[config.mk]
export PLATFORM = sky130hd
export DESIGN_NAME = ps2_key_tracker
export DESIGN_NICKNAME = d
export VERILOG_FILES = /design/src/rtl/ps2_pkg.sv /design/src/rtl/ps2_line_filter.sv /design/src/rtl/ps2_key_tracker.sv
export SDC_FILE = /design/constraint.sdc
export NUM_CORES = 1
export LEC_CHECK = 0
export ABC_CLOCK_PERIOD_IN_PS = 4600
export CAP_MARGIN = 15
export CORE_MARGIN = 2
export CORE_UTILIZATION = 62
export CTS_CLUSTER_SIZE = 24
export DETAILED_ROUTE_END_ITERATION = 6
export PLACE_DENSITY = 0.95
export SLEW_MARGIN = 20
export SYNTH_ARGS = -nofsm -noshare
export SYNTH_HDL_FRONTEND = slang
export SYNTH_SLANG_ARGS = --single-unit
[constraint.sdc]
create_clock -name clk -period 4.6 [get_ports clk]
set_input_delay 0.69 -clock clk [delete_from_list [all_inputs] [get_ports clk]]
set_output_delay 0.69 -clock clk [all_outputs]
set_load 0.02 [all_outputs]
[src/rtl/ps2_pkg.sv]
// Shared constants, default key map and timing helper for the PS/2 key tracker.
package ps2_pkg;

  localparam logic [7:0] PS2_EXT   = 8'hE0;
  localparam logic [7:0] PS2_BRK   = 8'hF0;
  localparam logic [7:0] PS2_PAUSE = 8'hE1;
  localparam logic [7:0] PS2_BAT   = 8'hAA;

  localparam int unsigned KEY_UP    = 0;
  localparam int unsigned KEY_LEFT  = 1;
  localparam int unsigned KEY_RIGHT = 2;
  localparam int unsigned KEY_DOWN  = 3;
  localparam int unsigned KEY_FIRE  = 4;

  localparam int unsigned KEYMAP_W = 9;

  // Entry i = bits [i*9 +: 9] = {ext, code}; P1 arrows + fire, then P2 WASD-style keys.
  localparam logic [10*KEYMAP_W-1:0] KEYMAP_DEFAULT = {
    {1'b0, 8'h0D}, {1'b0, 8'h1B}, {1'b0, 8'h23}, {1'b0, 8'h1C}, {1'b0, 8'h1D},
    {1'b0, 8'h29}, {1'b1, 8'h72}, {1'b1, 8'h74}, {1'b1, 8'h6B}, {1'b1, 8'h75}
  };

  function automatic int unsigned timeout_cycles(input int unsigned clk_hz,
                                                 input int unsigned timeout_us);
    return (clk_hz / 1000000) * timeout_us;
  endfunction

endpackage

[src/rtl/ps2_line_filter.sv]
// Two-flop synchroniser followed by a consecutive-sample counter filter; idles high.
module ps2_line_filter #(
  parameter int unsigned FILTER_LEN = 4
) (
  input  logic clk,
  input  logic rst_n,
  input  logic raw,
  output logic filt
);

  localparam int unsigned CW = $clog2(FILTER_LEN);

  logic [1:0]    sync_q;
  logic [CW-1:0] cnt_q;

  // Level flips only after FILTER_LEN consecutive samples disagree with it.
  always_ff @(posedge clk or negedge rst_n) begin
    if (!rst_n) begin
      sync_q <= 2'b11;
      cnt_q  <= '0;
      filt   <= 1'b1;
    end else begin
      sync_q <= {sync_q[0], raw};
      if (sync_q[1] == filt) begin
        cnt_q <= '0;
      end else if (cnt_q == CW'(FILTER_LEN - 1)) begin
        filt  <= sync_q[1];
        cnt_q <= '0;
      end else begin
        cnt_q <= cnt_q + CW'(1);
      end
    end
  end

endmodule

[src/rtl/ps2_key_tracker.sv]
// PS/2 keyboard receiver: oversampled frame checker, prefix decoder and held-key bitmap.
module ps2_key_tracker
  import ps2_pkg::*;
#(
  parameter int unsigned CLK_HZ          = 100000000,
  parameter int unsigned TIMEOUT_US      = 1000,
  parameter int unsigned FILTER_LEN      = 4,
  parameter int unsigned NUM_PLAYERS     = 2,
  parameter int unsigned KEYS_PER_PLAYER = 5,
  parameter logic [NUM_PLAYERS*KEYS_PER_PLAYER*KEYMAP_W-1:0] KEYMAP = KEYMAP_DEFAULT
) (
  input  logic                                   clk,
  input  logic                                   rst_n,
  input  logic                                   ps2_clk,
  input  logic                                   ps2_data,
  output logic [NUM_PLAYERS*KEYS_PER_PLAYER-1:0] keys,
  output logic                                   code_valid,
  output logic [7:0]                             code,
  output logic                                   code_ext,
  output logic                                   code_break,
  output logic                                   frame_err,
  output logic                                   parity_err,
  output logic [7:0]                             debug_leds
);

  localparam int unsigned NK = NUM_PLAYERS * KEYS_PER_PLAYER;
  localparam int unsigned TO = timeout_cycles(CLK_HZ, TIMEOUT_US);
  localparam int unsigned TW = $clog2(TO + 1);

  typedef enum logic [1:0] {IDLE, DATA, PARITY, STOP} state_t;

  state_t        state_q, next_state;
  logic          clk_f, data_f, clk_prev_q, fall;
  logic [2:0]    bit_cnt_q;
  logic [7:0]    shift_q;
  logic          parity_q;
  logic [TW-1:0] timer_q;
  logic          ext_q, brk_q;
  logic [2:0]    skip_q;
  logic          byte_ok_c, frame_err_c, parity_err_c, timeout_c;
  logic [NK-1:0] keys_upd_c;

  ps2_line_filter #(.FILTER_LEN(FILTER_LEN)) u_clk_filter (
    .clk(clk), .rst_n(rst_n), .raw(ps2_clk), .filt(clk_f)
  );

  ps2_line_filter #(.FILTER_LEN(FILTER_LEN)) u_data_filter (
    .clk(clk), .rst_n(rst_n), .raw(ps2_data), .filt(data_f)
  );

  assign fall = clk_prev_q & ~clk_f;

  always_ff @(posedge clk or negedge rst_n) begin
    if (!rst_n) state_q <= IDLE;
    else        state_q <= next_state;
  end

  // Frame sequencing; an edge in the same cycle as expiry wins over the timeout.
  always_comb begin
    next_state   = state_q;
    byte_ok_c    = 1'b0;
    frame_err_c  = 1'b0;
    parity_err_c = 1'b0;
    timeout_c    = 1'b0;
    if (state_q != IDLE && !fall && timer_q == '0) begin
      timeout_c  = 1'b1;
      next_state = IDLE;
    end else if (fall) begin
      case (state_q)
        IDLE:    if (!data_f) next_state = DATA;
        DATA:    if (bit_cnt_q == 3'd7) next_state = PARITY;
        PARITY:  next_state = STOP;
        STOP: begin
          next_state = IDLE;
          if (!data_f)                        frame_err_c  = 1'b1;
          else if (^{shift_q, parity_q} != 1'b1) parity_err_c = 1'b1;
          else                                byte_ok_c    = 1'b1;
        end
        default: next_state = IDLE;
      endcase
    end
  end

  always_ff @(posedge clk or negedge rst_n) begin
    if (!rst_n) begin
      clk_prev_q <= 1'b1;
      bit_cnt_q  <= '0;
      shift_q    <= '0;
      parity_q   <= 1'b0;
      timer_q    <= '0;
    end else begin
      clk_prev_q <= clk_f;
      if (fall)                                      timer_q <= TW'(TO - 1);
      else if (state_q != IDLE && timer_q != '0)     timer_q <= timer_q - TW'(1);
      if (fall) begin
        case (state_q)
          IDLE:   bit_cnt_q <= '0;
          DATA: begin
            shift_q   <= {data_f, shift_q[7:1]};
            bit_cnt_q <= bit_cnt_q + 3'd1;
          end
          PARITY: parity_q <= data_f;
          default: ;
        endcase
      end
    end
  end

  // Every map entry matching {ext, byte} follows the make/break state.
  always_comb begin
    keys_upd_c = keys;
    for (int unsigned i = 0; i < NK; i++) begin
      if (KEYMAP[i*KEYMAP_W +: KEYMAP_W] == {ext_q, shift_q}) keys_upd_c[i] = ~brk_q;
    end
  end

  always_ff @(posedge clk or negedge rst_n) begin
    if (!rst_n) begin
      keys       <= '0;
      code_valid <= 1'b0;
      code       <= '0;
      code_ext   <= 1'b0;
      code_break <= 1'b0;
      frame_err  <= 1'b0;
      parity_err <= 1'b0;
      debug_leds <= '0;
      ext_q      <= 1'b0;
      brk_q      <= 1'b0;
      skip_q     <= '0;
    end else begin
      code_valid <= 1'b0;
      frame_err  <= frame_err_c | timeout_c;
      parity_err <= parity_err_c;
      if (timeout_c) begin
        ext_q <= 1'b0;
        brk_q <= 1'b0;
      end else if (byte_ok_c) begin
        debug_leds <= shift_q;
        if (skip_q != '0) begin
          skip_q <= skip_q - 3'd1;
        end else if (shift_q == PS2_PAUSE) begin
          skip_q <= 3'd7;
          ext_q  <= 1'b0;
          brk_q  <= 1'b0;
        end else if (shift_q == PS2_EXT) begin
          ext_q <= 1'b1;
        end else if (shift_q == PS2_BRK) begin
          brk_q <= 1'b1;
        end else if (shift_q == PS2_BAT && !ext_q && !brk_q) begin
          keys <= '0;
        end else begin
          code_valid <= 1'b1;
          code       <= shift_q;
          code_ext   <= ext_q;
          code_break <= brk_q;
          keys       <= keys_upd_c;
          ext_q      <= 1'b0;
          brk_q      <= 1'b0;
        end
      end
    end
  end

endmodule

# ---- After elaboration in Yosys (flattened, before gate mapping)
# Cells that the tools add are included.
# W data, S select, Z words.
dict set report classes {
  n_addsub 5
  shifts 0
  bitwise 12
  magnitude_cmp 0
  multipliers 0
  mux 60
  eq_ne 29
  n_div 0
  reduce_logical 50
}
# operator count
set op_table {}
lappend op_table {{$reduce_and A7 Y1} 11}
lappend op_table {{$mux W1} 45}
lappend op_table {{$eq A9 B9 Y1 const A} 4}
lappend op_table {{$mux W17} 2}
lappend op_table {{$eq A8 B8 Y1 const B} 4}
lappend op_table {{$reduce_bool A2 Y1} 16}
lappend op_table {{$eq A5 B9 Y1 const A} 3}
lappend op_table {{$eq A6 B9 Y1 const A} 2}
lappend op_table {{$logic_not A17 Y1} 1}
lappend op_table {{$reduce_bool A17 Y1} 1}
lappend op_table {{$sub A17 B1 Y17 const B} 1}
lappend op_table {{$mux W2} 8}
lappend op_table {{$ne A4 B4 Y1 const B} 3}
lappend op_table {{$reduce_and A2 Y1} 6}
lappend op_table {{$mux W10} 1}
lappend op_table {{$not A1 Y1} 10}
lappend op_table {{$eq A4 B9 Y1 const A} 1}
lappend op_table {{$ne A3 B3 Y1 const B} 3}
lappend op_table {{$reduce_xor A9 Y1} 1}
lappend op_table {{$eq A2 B2 Y1 const B} 4}
lappend op_table {{$pmux W2 S4} 1}
lappend op_table {{$reduce_and A4 Y1} 2}
lappend op_table {{$mux W3} 2}
lappend op_table {{$pmux W3 S2} 1}
lappend op_table {{14 further kinds} 23}
dict set report word_totals {
  mem_bits_rw 0
  romBits 0
  out_inout_bits 31
  n_memories 0
  in_bits 4
  latch_bits 0
  regBits 78
}

# ---- Longest topological paths before layout
# Gate-level depths: netlist of the first run.
dict set report logic_depth {
  depth_word 10
  mapped_depth 8
  mapped_depth_nobuf 7
}

# ---- By module
# From an unflattened synthesis of the first run, not the netlist that was laid out.
dict set report unflattened {
  cells_unflattened 328
  hier_area_um2 3837.4
}
# module cells_each area_per_inst_um2 n_inst seq_area_each_um2
set modules_own_cells {}
lappend modules_own_cells {ps2_key_tracker 308 3482.1 1 1702.9}
lappend modules_own_cells {ps2_line_filter 10 177.7 2 128.9}

# ---- Worst setup path before layout of the first run
# No wires, ideal clock.
dict set report synth_path {
  kind {register to register}
  from {reg state_q[0]}
  to {reg timer_q[8]}
  setup_slack_ns 2.239
  stages_incl_launch_ff 9
  setup_ns 0.132
  t_arrival_ns 2.229
  required_time_ns 4.468
  path_cell_list {dfrtp_1 > inv_1 > ha_1 > clkbuf_1 > or4_1 > or3_1 > a2111oi_1 > xnor2_1 > nor2_1}
}
dict set report synth_between {
  elab_chain_cells 3
}
# element line_no
set synth_lines {}
lappend synth_lines {{start: declaration} ps2_key_tracker.sv:32} ;# state_t state_q, next_state;
lappend synth_lines {{start signal: assignment} ps2_key_tracker.sv:55} ;# else state_q <= next_state;
lappend synth_lines {{$reduce_bool A2 Y1} ps2_key_tracker.sv:94} ;# else if (state_q != IDLE && timer_q != '0) timer_q <= timer_q - TW'(1);
lappend synth_lines {{$logic_and A1 B1 Y1} ps2_key_tracker.sv:94}
lappend synth_lines {{$reduce_bool A2 Y1 (no line)} -}
lappend synth_lines {{end signal: assignment} ps2_key_tracker.sv:93} ;# if (fall) timer_q <= TW'(TO - 1);
lappend synth_lines {{end signal: assignment} ps2_key_tracker.sv:94}
lappend synth_lines {{end: declaration} ps2_key_tracker.sv:37} ;# logic [TW-1:0] timer_q;
# Every way passes these cells.
# A chain may end at the register's enable or synchronous reset.

# ---- Worst setup path in the final report of the first run
dict set report layout_path {
  from {reg shift_q[2]}
  to {reg code[5]}
}
dict set report layout_between {
  elab_chain_cells 7
  elab_cells_between_ends 17
}
# element line_no
set layout_lines {}
lappend layout_lines {{start: declaration} ps2_key_tracker.sv:35} ;# logic [7:0] shift_q;
lappend layout_lines {{start signal: assignment} ps2_key_tracker.sv:99} ;# shift_q <= {data_f, shift_q[7:1]};
lappend layout_lines {{$reduce_xor A9 Y1} ps2_key_tracker.sv:76} ;# else if (^{shift_q, parity_q} != 1'b1) parity_err_c = 1'b1;
lappend layout_lines {{$mux W1} ps2_key_tracker.sv:76}
lappend layout_lines {{$mux W1} ps2_key_tracker.sv:75} ;# if (!data_f) frame_err_c = 1'b1;
lappend layout_lines {{$mux W1} ps2_key_tracker.sv:69} ;# case (state_q)
lappend layout_lines {{$mux W1} ps2_key_tracker.sv:68} ;# end else if (fall) begin
lappend layout_lines {{$mux W1} ps2_key_tracker.sv:65} ;# if (state_q != IDLE && !fall && timer_q == '0) begin
lappend layout_lines {{$reduce_and A7 Y1 (no line) *} -}
lappend layout_lines {{end signal: assignment} ps2_key_tracker.sv:153} ;# code <= shift_q;
lappend layout_lines {{end: declaration} ps2_key_tracker.sv:18} ;# output logic [7:0] code,
# Mark *: on every way between the ends. The rest lies on a longest branch, timed or not.

==> run_results.csv, run 1 <==
group,metric,value,unit
global_route,grt_pass1_wl,12800,µm
setup_path,endpoint,"code[5]",
synthesis,synth-main-ff-cell,"dfrtp_1",
cells_and_area,layout_common_cells,"dfrtp_1, clkdlybuf4s50_1, mux2_2, nand2_1",
power,vdd_drop_max,0.387,mV
setup_path,critPathMaxStageDelay,0.72,ns
die,rows,28,
setup_path,reg2reg_depth,5,
die,core,5960,µm²
power,p_total,2.36,mW
drt,avgViaCountPerCell,6.12,
global_route,grt_overflow_total,0,
synthesis,synth_async_sr_flop_share,100,%
die,dieArea,6830,µm²
synthesis,synth_nets,357,
sta,setup_violations,0,
synthesis,yosys_register_bits,78,
sta,rsz0062_at_grt,"false",
synthesis,syn_inst,341,
global_route,antenna_found_initial,0,
clock_network,clk_pin_slew,0.08,ns
synthesis,synth_warnings,0,
setup_path,end_kind,"register",
global_route,grt_pass1_vias,2682,
setup_path,worst_setup_path_start_kind,"register",
setup_path,critical-path-slowest-cell,"nor4_4",
synthesis,ys_types,60,
setup_path,crit_path_max_fanout,14,
cells_and_area,final_common_cell,"dfrtp_1",
drt,vias,2743,
sta,finClkSkew,0.00961,ns
synthesis,netlist_area,3830,µm²
run,cap_violations,0,
synthesis,synth_edf_count,0,
sta,max_slew_margin,37.5,%
setup_path,worstPathRequired,4.84,ns
drt,wl,7730,µm
cells_and_area,area.growth.synth_to_final,14.5,%
sta,tightest_slew,0.937,ns
cells_and_area,drive_gt1_share,14.5,%
drt,drc,0,
place,place.gp.congestion,0.919,
drt,ant_nets,0,
worst_hold_path,min_from,"u_data_filter.sync_q[0]",
drt,drtPass1Iterations,5,
place,placed_area,4190,µm²
die,die_x,82.6,µm
cells_and_area,n_antenna_cell,0,
worst_hold_path,hold_path_class,"register to register",
setup_path,crit_start,"shift_q[2]",
sta,fmax,0.359,GHz
clock_network,htreeDepth,3,
setup_path,r2r_start,"shift_q[2]",
synthesis,synth-seq-area-share,51.2,%
die,initial_core_util,64.3,%
power,p_per_area,538,nW/µm²
sta,finalMaxSlewViolations,0,
clock_network,holdBufCountCts,0,
power,p_leak,1.88,nW
cells_and_area,fin_nets,384,
sta,fin_crit,2.79,ns
sta,setup_tns,0,ns
setup_path,crit_chain,"xnor2_1 > xnor2_2 > xnor3_2 > nor4_4 > mux2_2",
clock_network,root_buffer,"clkbuf_8",
setup_path,crit_arrival,3.03,ns
place,portBuffers,34,
die,ios,35,
global_route,grtUsageTotal,24.9,%
run_status,status,"finished clean",
clock_network,cts_num_sinks,78,
die,die_h,82.6,µm
clock_network,tritoncts,"built",
clock_network,numCtsBuffers,9,
clock_network,clk_latency,0.35,ns
setup_path,rr_endpoint,"code[5]",
sta,whs,0.359,ns
place,hpwlAfterDp,5350,µm
setup_path,reg2reg_slack,1.81,ns
clock_network,clk_path_buf_depth,2,
synthesis,avgSynthCellArea,11.2,µm²
cells_and_area,fin_area,4390,µm²
global_route,grt_max_degree,79,
sta,post-route-period-util,60.6,%
drt,drtIter0Drc,172,
drt,wire_per_inst,17.3,µm
sta,hold_violations,0,
setup_path,critPathKind,"register to register",
clock_network,cts_resized,0,
clock_network,post_cts_buffers,0,
cell usage after synthesis (2+ instances only):
master	instances	area share, %
mux2_1	9	2.6
nand4b_1	2	0.46
dfstp_2	7	4.8
or4_1	2	0.39
nand4_1	7	1.1
xor2_1	6	1.4
a31oi_1	4	0.65
nor3b_1	3	0.59
o41ai_1	2	0.46
nor2_1	16	1.6
a211oi_1	4	0.78
mux2_2	24	7.1
buf_2	2	0.26
nor4_1	5	0.82
nand3_1	11	1.4
and3_1	3	0.49
buf_1	2	0.20
a32o_1	2	0.52
nor2b_1	7	1.1
or3_1	3	0.49
o31ai_1	2	0.39
o211ai_1	3	0.59
nor3_1	13	1.7
ha_1	12	3.9
nand2_1	22	2.2
a22oi_1	2	0.39
xnor2_1	16	3.7
dfrtp_1	71	46
nand2b_1	4	0.65
clkbuf_1	13	1.3
a21oi_1	7	0.91
inv_1	14	1.4
o21ai_0	14	1.8
cells by family after synthesis:
| logic type | Yosys count | share of synthesized area [%] |
|---|---|---|
| AND/OR/NAND/NOR | 106 | 15.1 |
| XOR/XNOR | 25 | 6.66 |
| buffers and inverters | 33 | 3.59 |
| flip-flops | 78 | 51.2 |
| adder cells (fa/ha/maj) | 12 | 3.92 |
| multiplexers | 34 | 9.96 |
| AO/OA/AOI/OAI | 53 | 9.57 |
per-stage QoR:
step                      utilization (%)  setup WS [ns]  cells
after global routing                 73.7           1.65    448
after floorplan                         -           2.24    341
after detailed placement             70.3           1.81    432
after global placement               70.3           1.89    432
after CTS                            73.7           1.81    448
final                                73.7           1.81    448
report_power, final:
group / internal, mW / leakage [nW] / switching [mW]
combinational: 0.357 / 0.779 / 0.512
clock: 0.280 / 0.0996 / 0.242
sequential: 0.817 / 0.997 / 0.155
worst max-delay path, delay by kind of cell, from the launching register on:
family | cells | cell delay, ns
simple gates | 1 | 0.72
xor+xnor | 3 | 0.95
flops | 1 | 0.61
mux | 1 | 0.40
state kept, by name, summed over array words and instances, names as in the netlist:
signal / flops
timer_q: 17
keys: 10
code: 8
debug_leds: 8
shift_q: 8
bit_cnt_q: 3
skip_q: 3
state_q: 2
u_clk_filter.cnt_q: 2
u_clk_filter.sync_q: 2
u_data_filter.cnt_q: 2
u_data_filter.sync_q: 2
brk_q: 1
clk_prev_q: 1
code_break: 1
code_ext: 1
code_valid: 1
ext_q: 1
frame_err: 1
parity_err: 1
parity_q: 1
u_clk_filter.filt: 1
u_data_filter.filt: 1
layout make-up:
type / count / area [µm²]
clock inverter: 3 / 42.5
multi-input combinational: 230 / 1730
clock buffer: 13 / 159
sequential: 78 / 1960
tap: 75 / 93.8
timing repair buffer: 35 / 345
inverter: 14 / 52.6
fill: 413 / 1570
worst min-delay path by stage:
| stage | to | slack (ns) | cells after the start |
|---|---|---|---|
| after floorplan | u_clk_filter.sync_q[1] | 0.35 | 0 |
| after global placement | u_data_filter.sync_q[1] | 0.35 | 0 |
| after detailed placement | u_data_filter.sync_q[1] | 0.35 | 0 |
| after CTS | u_data_filter.sync_q[1] | 0.36 | 0 |
| after global routing | u_data_filter.sync_q[1] | 0.37 | 0 |
| final | u_data_filter.sync_q[1] | 0.36 | 0 |
routing by layer:
metal | vias to the layer above | part of all wire [%] | track usage [%]
met4 | 0 | 2.2 | 11.1
met1 | 1341 | 42 | 32.3
met3 | 21 | 5.5 | 4.57
li1 | 1270 | - | -
met2 | 111 | 50 | 40.7
met5 | - | 0 | 0
Note: power is estimated with default switching activity, not from simulation.
==> run 2, diff against run 1 <==
ABC_CLOCK_PERIOD_IN_PS = 2530   (was 4600)
CORE_UTILIZATION = 52   (was 62)
PLACE_DENSITY = 0.88   (was 0.95)
clock period = 2.53 ns   (was 4.6 ns; I/O delays follow)
==> run 2 against run 1 <==
Clock-buffer cell count is the same. Global-route usage down 4.3 points. First-iteration DRC count decreased by 25%. Clock skew shrank 0.0023 ns. Routed wire length hardly changed. Die area rose by 18%. Sequential share of layout area fell by 1.9 points. Design area increased by 4.4%. Combinational power increased by 100%. Total power rose by 95%. Sequential power grew 73%.
==> run_results.csv, run 2 (synthesis gave the netlist of run 1 again) <==
group,metric,value,unit
place,portBuffers,34,
sta,finalMaxSlewViolations,0,
global_route,antenna_found_initial,0,
setup_path,reg2reg_depth,7,
clock_network,numCtsBuffers,9,
setup_path,reg2reg_slack,0.13,ns
setup_path,endpoint,"timer_q[8]",
clock_network,tritoncts,"built",
sta,fmax,0.416,GHz
setup_path,r2r_start,"state_q[0]",
sta,setup_violations,0,
sta,hold_violations,0,
place,place.gp.congestion,0.922,
cells_and_area,fin_nets,396,
setup_path,critPathKind,"register to register",
cells_and_area,fin_area,4580,µm²
cells_and_area,layout_common_cells,"dfrtp_1, clkdlybuf4s50_1, mux2_2, nand2_1",
sta,setup_tns,0,ns
global_route,grt_overflow_total,0,
setup_path,crit_path_max_fanout,4,
power,vdd_drop_max,0.497,mV
setup_path,end_kind,"register",
clock_network,clk_latency,0.35,ns
setup_path,crit_arrival,2.65,ns
clock_network,holdBufCountCts,0,
drt,ant_nets,0,
die,die_x,89.9,µm
clock_network,clk_pin_slew,0.08,ns
clock_network,post_cts_buffers,0,
drt,drc,0,
drt,avgViaCountPerCell,5.64,
power,switching_share,36.1,%
drt,drtPass1Iterations,4,
sta,fin_crit,2.40,ns
place,placed_cells,468,
place,placed_area,4310,µm²
clock_network,clk_path_buf_depth,2,
power,p_leak,1.97,nW
global_route,grtUsageTotal,20.6,%
worst_hold_path,hold_path_class,"input pin to async pin",
die,rows,31,
cells_and_area,drive_gt1_share,17.7,%
power,internal_power,2.95,mW
die,dieArea,8070,µm²
sta,worst_slack,0.126,ns
global_route,grt_max_degree,79,
die,core,7180,µm²
power,p_switching,1.66,mW
cells_and_area,stdcell_count,484,
die,ios,35,
run,cap_violations,0,
setup_path,worstPathRequired,2.78,ns
power,p_per_area,1010,nW/µm²
run_status,status,"finished clean",
drt,wire_per_inst,16.0,µm
clock_network,cts_resized,0,
setup_path,worst_setup_path_start_kind,"register",
sta,finClkSkew,0.00735,ns
global_route,grt_pass1_wl,13400,µm
place,hpwlAfterDp,5320,µm
die,initial_core_util,53.4,%
drt,wl,7730,µm
cells_and_area,final_common_cell,"dfrtp_1",
drt,drtIter0Drc,129,
drt,vias,2728,
clock_network,cts_num_sinks,78,
place,place_ws,0.171,ns
cells_and_area,largest_register_ff_count,17,
cells_and_area,top_register,"timer_q",
sta,post-route-period-util,95.0,%
global_route,grt_pass1_vias,2793,
cells_and_area,area.growth.synth_to_final,19.5,%
cells_and_area,fin_util,63.8,%
power,pwr-share-clk,25.6,%
sta,tightest_slew,0.941,ns
setup_path,crit_start,"state_q[0]",
power,p_comb_share,38.0,%
clock_network,htreeDepth,3,
sta,max_slew_margin,37.3,%
die,die_h,89.9,µm
setup_path,rr_endpoint,"timer_q[8]",
sta,rsz0062_at_grt,"false",
clock_network,root_buffer,"clkbuf_8",
power,seqPwrFrac,36.5,%
cells_and_area,n_antenna_cell,0,
cells_and_area,top_regs,"timer_q (17), keys (10)",
==> run 2: cell count changes in the layout (fill, tap and decap cells not counted) <==
cell | before | now
clkinvlp_4 | 1 | 0
nor4_4 | 1 | 2
buf_4 | 2 | 14
clkinv_2 | 1 | 0
bufinv_16 | 1 | 3
clkbuf_8 | 11 | 12
a2111oi_1 | 1 | 0
clkbuf_1 | 2 | 1
a2111oi_2 | 0 | 1
nor4_2 | 1 | 0
==> run 2: routing by layer <==
layer,vias up,track usage [%],part of all wire [%],wire length (µm)
met2,81,35.2,50,3880
met4,0,8.21,1.8,137
met5,-,0,0,0
met1,1334,26.2,43,3340
met3,13,3.60,4.9,379
li1,1300,-,-,-
==> run 2: per-stage QoR <==
stage                     power (mW)  hold WS, ns
final                           4.61        0.165
after global routing            4.87        0.252
after CTS                       4.62        0.203
after detailed placement        3.42        0.347
after global placement          3.34        0.346
after floorplan                 2.92       0.0839
==> run 2: layout make-up <==
class                           instances  area (µm²)
Tap cell                               99         124
Sequential cell                        78        1960
Clock buffer                           13         169
Fill cell                             548        2600
Clock inverter                          3        90.1
Timing Repair Buffer                   47         435
Inverter                               14        52.6
Multi-Input combinational cell        230        1750
==> run 2: worst min-delay path by stage <==
stage / slack [ns] / from / endpoint
6_report: 0.17 / rst_n / keys[6]
5_1_grt: 0.25 / rst_n / keys[9]
4_1_cts: 0.20 / rst_n / keys[6]
3_5_place_dp: 0.35 / u_clk_filter.sync_q[0] / u_clk_filter.sync_q[1]
3_3_place_gp: 0.35 / u_data_filter.sync_q[0] / u_data_filter.sync_q[1]
2_1_floorplan: 0.08 / rst_n / bit_cnt_q[0]
==> run 2: worst max-delay path: stages (launching register included) <==
cell	delay, ns
dfrtp_1	0.41
inv_1	0.09
ha_1	0.22
or4_1	0.50
or3_1	0.42
a2111oi_2	0.42
xnor2_1	0.19
nor2_1	0.06
==> run 2: power groups by stage <==
stage / Clock, mW / Combinational (mW) / Sequential [mW]
after floorplan: 0 / 1.23 / 1.69
after global placement: 0 / 1.66 / 1.68
after detailed placement: 0 / 1.72 / 1.70
after CTS: 1.19 / 1.75 / 1.67
after global routing: 1.25 / 1.90 / 1.72
final: 1.18 / 1.75 / 1.68
==> run 3, diff against run 2 <==
ABC_AREA = 1   (was not set)
RECOVER_POWER = 50   (was not set)
==> run 3 against run 2 <==
Worst setup slack improved by 0.19 ns. Core utilization is 2.7 points lower. Critical endpoint is now code[1]. Routed wire length up 16%. Global-route usage rose by 2.2 points. Highest routed layer unchanged. Register-to-register slack better by 0.19 ns. Design area up 3.1%. Die area is 7.3% higher. Sequential power is essentially flat. The flow now finishes with violations (max-capacitance violations, max-slew violations).
==> run_results.csv, run 3 <==
group,metric,value,unit
setup_path,end_kind,"register",
run_status,violations,"max-capacitance violations, max-slew violations",
place,hpwlAfterDp,6430,µm
sta,rsz0062_at_grt,"false",
clock_network,numCtsBuffers,9,
power,p_comb_share,32.4,%
setup_path,cp_num_buf_inv,1,
cells_and_area,final_common_cell,"nand2_1",
global_route,grt_pass1_vias,3462,
setup_path,critical-path-slowest-cell,"dfrtp_1",
die,ios,35,
setup_path,worstPathRequired,2.83,ns
global_route,antenna_found_initial,0,
synthesis,synth_nets,546,
global_route,grtUsageTotal,22.7,%
synthesis,synth_most_common_cell,"nand2_1",
clock_network,tritoncts,"built",
drt,ant_nets,0,
cells_and_area,largest_register_ff_count,17,
cells_and_area,area.growth.synth_to_final,14.4,%
sta,fin_crit,2.22,ns
clock_network,root_buffer,"clkbuf_8",
synthesis,syn_inst,530,
clock_network,clk_latency,0.36,ns
setup_path,crit_start,"shift_q[3]",
cells_and_area,top_register,"timer_q",
cells_and_area,layout_common_cells,"nand2_1, dfrtp_1, inv_1, o21ai_0, nand3_1",
clock_network,cts_resized,0,
synthesis,ys_types,31,
clock_network,clk_pin_slew,0.09,ns
sta,setup_tns,0,ns
synthesis,synth_warnings,0,
power,p_leak,2.30,nW
setup_path,critPathTopFamily,"simple AND/OR/NAND/NOR gates",
place,placed_area,4500,µm²
sta,post-route-period-util,87.6,%
synthesis,synth_commonest_cells,"nand2_1, dfrtp_1, inv_1, o21ai_0, nand3_1",
sta,whs,0.365,ns
die,die_x,93.1,µm
power,pwr-share-clk,25.8,%
clock_network,htreeDepth,3,
power,seqPwrFrac,41.8,%
setup_path,r2r_start,"shift_q[3]",
global_route,grt_max_degree,79,
power,p_per_area,857,nW/µm²
cells_and_area,fin_area,4720,µm²
power,vdd_drop_max,0.421,mV
clock_network,cts_num_sinks,78,
drt,vias,3569,
synthesis,avgSynthCellArea,7.79,µm²
worst_hold_path,hold_path_class,"register to register",
drt,drtIter0Drc,181,
clock_network,clk_path_buf_depth,2,
setup_path,path_common_cell,"nand2_1",
setup_path,crit_chain,"inv_4 > nor2_2 > nand2_1 > nor3_2 > nand3_1 > o21ai_0 > nor2_1 > nand2_1 > nand2_1 > nand2_1",
drt,avgViaCountPerCell,5.34,
global_route,grt_overflow_total,0,
run_status,status,"finished with violations",
worst_hold_path,min_from,"u_clk_filter.sync_q[0]",
synthesis,yosys_register_bits,78,
sta,setup_violations,0,
setup_path,worst_setup_path_start_kind,"register",
power,p_switching,1.60,mW
drt,wl,8990,µm
die,initial_core_util,53.4,%
power,internal_power,2.45,mW
run,cap_violations,1,
die,core,7730,µm²
drt,wire_per_inst,13.5,µm
synthesis,synth-seq-area-share,47.5,%
synthesis,synth_edf_count,0,
setup_path,crit_arrival,2.52,ns
sta,max_slew_margin,-27.9,%
cells_and_area,drive_gt1_share,8.66,%
global_route,grt_pass1_wl,15600,µm
sta,finClkSkew,0.00859,ns
synthesis,synthTopCellsByArea,"dfrtp_1, nand2_1, o21ai_0",
sta,hold_violations,0,
die,rows,32,
clock_network,post_cts_buffers,0,
synthesis,synth-main-ff-cell,"dfrtp_1",
cells_and_area,fin_nets,577,
setup_path,critPathMaxStageDelay,0.60,ns
die,dieArea,8660,µm²
drt,drtPass1Iterations,5,
synthesis,synth_top_area_share,43.1,%
synthesis,synth_top_area_cell,"dfrtp_1",
clock_network,holdBufCountCts,0,
cells_and_area,top_regs,"timer_q (17), keys (10)",
setup_path,critPathKind,"register to register",
place,portBuffers,34,
cells_and_area,n_antenna_cell,0,
drt,drc,0,
power,switching_share,39.5,%
sta,tightest_slew,1.92,ns
sta,fmax,0.451,GHz
synthesis,netlist_area,4130,µm²
die,die_h,93.1,µm
sta,finalMaxSlewViolations,79,
place,place.gp.congestion,0.937,
synthesis,synth_async_sr_flop_share,100,%
setup_path,crit_path_max_fanout,11,
[run 3: routing by layer]
layer	GRT usage [%]	up-vias	wire length [µm]
met5	0	-	0
li1	-	1758	-
met3	3.55	39	403
met4	11.3	0	306
met1	26.3	1652	3660
met2	40.8	120	4620
[run 3: metrics by stage]
stage               total power, mW  worst slack (ns)  util [%]  instances
floorplan                      2.67             0.905         -        530
global placement               2.92             0.340      58.2        652
detailed placement             3.00             0.291      58.2        652
CTS                            4.05             0.258      61.1        668
global route                   4.33            0.0330      61.1        668
finish                         4.04             0.314      61.1        668
[run 3: final timing paths]
kind,end,slack [ns],cells past startpoint
worst max register to register,code[1],0.31,10
min in group asynchronous,debug_leds[6],0.55,1
worst min register to register,u_clk_filter.sync_q[1],0.36,0
worst max-delay path,code[1],0.31,10
worst min-delay path,u_clk_filter.sync_q[1],0.36,0
max in group asynchronous,shift_q[5],0.74,1
[run 3: cells by family after synthesis]
kind of cell               count (synthesis)  synth area share [%]
adders and majority gates                 12                  3.64
AOI/OAI and AO/OA                         71                  9.46
DFF                                       78                  47.5
and+or+nand+nor                          281                  29.0
buffers and inverters                     80                  8.70
xor gates and xnor gates                   8                  1.70
[run 3: layout make-up]
class,instances,area [µm²]
Tap cell,102,128
Timing Repair Buffer,38,365
Multi-Input combinational cell,372,1810
Sequential cell,78,1960
Clock inverter,7,97.6
Fill cell,683,3010
Inverter,62,235
Clock buffer,9,124
[run 3: power groups by stage]
| stage | clock [mW] | combinational, mW | sequential, mW |
|---|---|---|---|
| floorplan | 0 | 1.06 | 1.61 |
| global placement | 0 | 1.22 | 1.69 |
| detailed placement | 0 | 1.29 | 1.71 |
| CTS | 1.06 | 1.30 | 1.69 |
| global route | 1.11 | 1.50 | 1.72 |
| finish | 1.04 | 1.31 | 1.69 |
